### src/rtl/muldiv_sequencer.sv
// muldiv_sequencer: bit-serial MULT/MULTU/DIV/DIVU engine owning HI/LO.
// Ports: Start/Op/RsVal/RtVal launch an op; MtHi/MtLo/MtData write HI/LO;
//   IF_ID_ReadHiLo qualifies HiLo_Stall; Hi/Lo, Busy, Done, DivByZero out.
module muldiv_sequencer #(
  parameter int WIDTH = 32,
  parameter int CNT_W = 6
) (
  input  logic             clk,
  input  logic             rst_n,
  input  logic             Start,
  input  logic [1:0]       Op,
  input  logic [WIDTH-1:0] RsVal,
  input  logic [WIDTH-1:0] RtVal,
  input  logic             MtHi,
  input  logic             MtLo,
  input  logic [WIDTH-1:0] MtData,
  input  logic             IF_ID_ReadHiLo,
  output logic [WIDTH-1:0] Hi,
  output logic [WIDTH-1:0] Lo,
  output logic             Busy,
  output logic             Done,
  output logic             DivByZero,
  output logic             HiLo_Stall
);

  typedef enum logic [1:0] {
    IDLE = 2'd0,
    RUN  = 2'd1,
    FIX  = 2'd2
  } state_t;

  state_t state;
  state_t state_nx;

  logic load;
  logic iter;
  logic commit;
  logic mt_hi_we;
  logic mt_lo_we;
  logic last;

  logic [CNT_W-1:0] cnt;
  logic [WIDTH-1:0] b_reg;
  logic [WIDTH-1:0] acc_hi;
  logic [WIDTH-1:0] acc_lo;
  logic             is_div;
  logic             neg_q;
  logic             neg_r;
  logic             dz;

  logic             sgn_op;
  logic             rs_neg;
  logic             rt_neg;
  logic [WIDTH-1:0] rs_mag;
  logic [WIDTH-1:0] rt_mag;

  logic [WIDTH:0]   mul_sum;
  logic [WIDTH:0]   shifted;
  logic             borrow;
  logic [WIDTH-1:0] div_diff;

  logic [2*WIDTH-1:0] prod;
  logic [WIDTH-1:0]   res_hi;
  logic [WIDTH-1:0]   res_lo;

  assign last = (cnt == CNT_W'(WIDTH-1));

  assign Busy       = (state != IDLE);
  assign HiLo_Stall = IF_ID_ReadHiLo &
                      (Busy | (Start & (state == IDLE)));

  always_ff @(posedge clk) begin
    if (!rst_n) begin
      state <= IDLE;
    end else begin
      state <= state_nx;
    end
  end

  always_comb begin
    state_nx = state;
    load     = 1'b0;
    iter     = 1'b0;
    commit   = 1'b0;
    mt_hi_we = 1'b0;
    mt_lo_we = 1'b0;
    unique case (state)
      IDLE: begin
        if (Start) begin
          load     = 1'b1;
          state_nx = RUN;
        end else begin
          mt_hi_we = MtHi;
          mt_lo_we = MtLo;
        end
      end
      RUN: begin
        iter = 1'b1;
        if (last) begin
          state_nx = FIX;
        end
      end
      FIX: begin
        commit   = 1'b1;
        state_nx = IDLE;
      end
      default: begin
        state_nx = IDLE;
      end
    endcase
  end

  // Op[0]==0 selects the signed flavour of both MULT and DIV.
  always_comb begin
    sgn_op = ~Op[0];
    rs_neg = sgn_op & RsVal[WIDTH-1];
    rt_neg = sgn_op & RtVal[WIDTH-1];
    rs_mag = rs_neg ? -RsVal : RsVal;
    rt_mag = rt_neg ? -RtVal : RtVal;
  end

  // Multiply: acc_lo holds the multiplier and fills with product bits
  // from the top as it shifts right.
  // Divide: acc_lo holds the dividend and fills with quotient bits.
  // Borrow compares at WIDTH+1 bits, so a zero divisor always
  // "subtracts", yielding all-ones quotient and the dividend in acc_hi.
  always_comb begin
    mul_sum  = {1'b0, acc_hi} +
               (acc_lo[0] ? {1'b0, b_reg} : '0);
    shifted  = {acc_hi, acc_lo[WIDTH-1]};
    borrow   = (shifted < {1'b0, b_reg});
    div_diff = shifted[WIDTH-1:0] - b_reg;
  end

  always_comb begin
    prod   = {acc_hi, acc_lo};
    res_hi = acc_hi;
    res_lo = acc_lo;
    if (is_div) begin
      res_hi = neg_r ? -acc_hi : acc_hi;
      res_lo = (neg_q & ~dz) ? -acc_lo : acc_lo;
    end else begin
      if (neg_q) begin
        prod = -prod;
      end
      res_hi = prod[2*WIDTH-1:WIDTH];
      res_lo = prod[WIDTH-1:0];
    end
  end

  always_ff @(posedge clk) begin
    if (!rst_n) begin
      cnt    <= '0;
      b_reg  <= '0;
      acc_hi <= '0;
      acc_lo <= '0;
      is_div <= 1'b0;
      neg_q  <= 1'b0;
      neg_r  <= 1'b0;
      dz     <= 1'b0;
    end else if (load) begin
      cnt    <= '0;
      is_div <= Op[1];
      neg_q  <= rs_neg ^ rt_neg;
      neg_r  <= Op[1] & rs_neg;
      dz     <= Op[1] & (RtVal == '0);
      acc_hi <= '0;
      if (Op[1]) begin
        acc_lo <= rs_mag;
        b_reg  <= rt_mag;
      end else begin
        acc_lo <= rt_mag;
        b_reg  <= rs_mag;
      end
    end else if (iter) begin
      cnt <= cnt + 1'b1;
      if (is_div) begin
        acc_hi <= borrow ? shifted[WIDTH-1:0] : div_diff;
        acc_lo <= {acc_lo[WIDTH-2:0], ~borrow};
      end else begin
        {acc_hi, acc_lo} <= {mul_sum, acc_lo[WIDTH-1:1]};
      end
    end
  end

  always_ff @(posedge clk) begin
    if (!rst_n) begin
      Hi        <= '0;
      Lo        <= '0;
      Done      <= 1'b0;
      DivByZero <= 1'b0;
    end else begin
      Done      <= commit;
      DivByZero <= commit & is_div & dz;
      if (commit) begin
        Hi <= res_hi;
        Lo <= res_lo;
      end else begin
        if (mt_hi_we) begin
          Hi <= MtData;
        end
        if (mt_lo_we) begin
          Lo <= MtData;
        end
      end
    end
  end

endmodule

### config.mk
export PLATFORM = sky130hd
export DESIGN_NAME = muldiv_sequencer
export DESIGN_NICKNAME = d
export VERILOG_FILES = /design/src/rtl/muldiv_sequencer.sv
export SDC_FILE = /design/constraint.sdc
export NUM_CORES = 1
export LEC_CHECK = 0
export ABC_CLOCK_PERIOD_IN_PS = 3890
export CAP_MARGIN = 25
export CELL_PAD_IN_SITES_DETAIL_PLACEMENT = 0
export CELL_PAD_IN_SITES_GLOBAL_PLACEMENT = 2
export CORE_ASPECT_RATIO = 1.25
export CORE_MARGIN = 10
export CORE_UTILIZATION = 33
export CTS_CLUSTER_DIAMETER = 60
export DETAILED_ROUTE_END_ITERATION = 6
export HOLD_SLACK_MARGIN = 0.05
export PLACE_DENSITY = 0.92
export RECOVER_POWER = 50
export SLEW_MARGIN = 20
export SYNTH_ARGS = -nofsm -noshare
export SYNTH_HDL_FRONTEND = slang
export SYNTH_SLANG_ARGS = --single-unit
### constraint.sdc
create_clock -name clk -period 3.89 [get_ports clk]
set_input_delay 0.5835 -clock clk [delete_from_list [all_inputs] [get_ports clk]]
set_output_delay 0.5835 -clock clk [all_outputs]
set_load 0.01 [all_outputs]
==> impl_metrics.toml <==
[run_status]
outcome = "finished, violations left"
violations = "capacitance limit, slew limit"

[pwr]
swShare = 0.399
p_clk_frac = 0.281
combPwrFrac = 0.389
total_power_mw = 6.15
p_seq_frac = 0.330
power_density_nw_per_um2 = 340
p_leak_nw = 7.54
irDropWorstVdd_uv = 326
internal_power_mw = 3.69
power_switching_mw = 2.46

[critical_path]
critPathKind = "reg -> reg"
reg2reg_depth = 13
cp-endpoint = "acc_hi[30]"
path_cells = "inv_1, ha_1, inv_1, fa_1, a21o_1, a221oi_1, o21ai_1, nor2_1, o311ai_0, a211o_1, nand4_1, a221o_1, nand3b_1"
worst-r2r-setup-slack_ns = 0.26
worstSetupStartpoint = "acc_lo[31]"
worstPathArrival_ns = 3.97
r2r_start = "acc_lo[31]"
start_kind = "flip-flop"
critical_path.max_stage_delay_ns = 0.92
r2r-end = "acc_hi[30]"
end_kind = "flip-flop"
path_max_fanout = 4
required_ns = 4.23
crit_slowest_cell = "o311ai_0"
cpMostUsedCell = "inv_1"

[clock_tree]
postCtsSetupBuffers = 0
clk_pin_slew_ns = 0.07
cts_root_buffer = "clkbuf_16"
htree_levels = 4
hold_buffers = 0
clk_path_buf_depth = 2
clkSinkCount = 174
cts_resized = 0
cts_made_buffers = 17
cts_tree = "yes"
clk_latency_ns = 0.46

[synth]
syn_nets = 2182
synthArstFlopShare = 0
yosysMostFrequentCell = "nand2_1"
synth_area_sq_um = 15000
synth.avg_cell_area_sq_um = 7.45
synth_top_area_frac = 0.233
synth_common_cells = "211 x nand2_1, 189 x a21oi_1, 174 x dfxtp_1, 169 x nor2_1, 127 x o21ai_0"
synth_edf_count = 0
yosysTopAreaCell = "dfxtp_1"
synth-seq-cells = 174
synthCells = 2007
yosysWarnings = 0
synth.area.top_cells = "dfxtp_1 23%, a21oi_1 6.3%, xnor2_1 6.1%"
synth_seq_area_share = 0.233
synth.distinct_cells = 81
ys.flop_type = "dfxtp_1"

[grt]
met1_usage = 0.249
antenna_found_initial = 2
grt_util_all_layers = 0.208
grt_pass1_vias = 14800
busiest_layer = "met2"
gr-total-overflow = 0
grt_pass1_wl_microns = 88500
grt_use_met2 = 0.359
grtUsageMet3 = 0.0290
grt_start_max_net_pins = 103

[die]
core_sq_um = 45000
die_h_microns = 258
die_w_microns = 210
row_count = 87
pin_count = 172
dieArea_sq_um = 54300
start_util = 0.333

[route]
first_pass_iters = 5
vias_per_cell = 5.67
drc = 0
routed_wl_microns = 58700
drtAntennaViolNets = 0
wl_per_cell_microns = 21.5
via_count = 15500
drtIter0Drc = 1296

[sta]
slew_headroom = -0.106
finalSetupViolations = 0
setup_slack_ns = 0.264
report.final.slew_viol_count = 102
finClkSkew_ns = 0.0125
maxClockFrequency_ghz = 0.276
finalHoldViolCount = 0
rsz0062_at_grt = "no"
fin_crit_ns = 3.63
finalCritPeriodShare = 0.932
fin_setup_tns_ns = 0
worst_pin_slew_ns = 1.66

[placement]
dp_slack_ns = 0.198
dp_hpwl_microns = 46600
port_buffers = 171
place.gp.congestion = 0.949

[flow_run]
cap_violations = 2

[finish]
nets = 2318
drive_above_1_share = 0.0737
area_growth_pct = 20.9

[min_path]
min_from = "b_reg[15]"
hold_path_class = "reg -> reg"
-- per-layer routing --
metal | wire length, microns | vias to the layer above
met3 | 2920 | 123
met5 | 7 | -
met2 | 28500 | 538
met4 | 2670 | 2
li1 | - | 7523
met1 | 24600 | 7329
-- layout make-up --
type / instances / area, sq um
Clock buffer: 18 / 439
Clock inverter: 14 / 125
Multi-Input combinational cell: 1628 / 10700
Sequential cell: 174 / 3480
Fill cell: 4702 / 26900
Antenna cell: 1 / 2.50
Timing Repair Buffer: 252 / 2340
Tap cell: 578 / 723
Inverter: 70 / 263
-- worst min path at each step --
stage,end,slack (ns),depth (start not counted)
after floorplan,b_reg[23],0.44,2
after global placement,b_reg[15],0.45,2
after detailed placement,b_reg[15],0.46,2
after CTS,b_reg[15],0.43,2
after global routing,b_reg[19],0.49,2
final,b_reg[15],0.46,2
-- per-stage QoR --
stage | area (sq um) | hold slack (ns) | std cells | util
floorplan | 15000 | 0.441 | 2007 | -
global placement | 17500 | 0.453 | 2702 | 0.390
detailed placement | 17500 | 0.456 | 2702 | 0.390
CTS | 18100 | 0.434 | 2734 | 0.403
global route | 18100 | 0.487 | 2734 | 0.402
finish | 18100 | 0.461 | 2735 | 0.402
-- cell usage in the layout, fill, tap and decap left out, types with 70 or more instances in the layout --
cell             netlist  routed
dfxtp_1              174     173
clkdlybuf4s50_1        0     101
nor2_1               169     169
o21ai_0              127     127
mux2i_1               84      84
buf_4                  0      70
nand2_1              211     210
a21oi_1              189     189
xnor2_1              104     104
-- logic make-up (layout without fill, tap and decap cells) --
group                    count (synthesis)  in the layout  share of synthesized area
buffers and inverters                  205            354                     0.0524
multiplexers                           101            101                     0.0690
other                                    0              1                          0
adder cells (fa/ha/maj)                 71             71                     0.0604
flip-flops                             174            174                      0.233
AO/OA/AOI/OAI                          632            632                      0.274
AND/OR/NAND/NOR                        655            655                      0.212
XOR/XNOR                               169            169                     0.0990
-- critical path: cells and delay by family (launching register included) --
kind            cells  cell delay [ns]
compound gates      6             2.21
fa+ha+maj           2             0.41
buf+inv             2             0.16
flops               1             0.35
simple gates        3             0.39
-- power groups by stage --
| stage | clock (mW) | combinational [mW] | sequential, mW |
|---|---|---|---|
| 4_1_cts | 1.75 | 2.37 | 2.03 |
| 6_report | 1.73 | 2.39 | 2.03 |
| 5_1_grt | 1.80 | 2.59 | 2.04 |
| 3_3_place_gp | 0 | 2.36 | 2.07 |
| 2_1_floorplan | 0 | 1.50 | 2.03 |
| 3_5_place_dp | 0 | 2.36 | 2.07 |
Note: power is estimated with default switching activity, not from simulation.
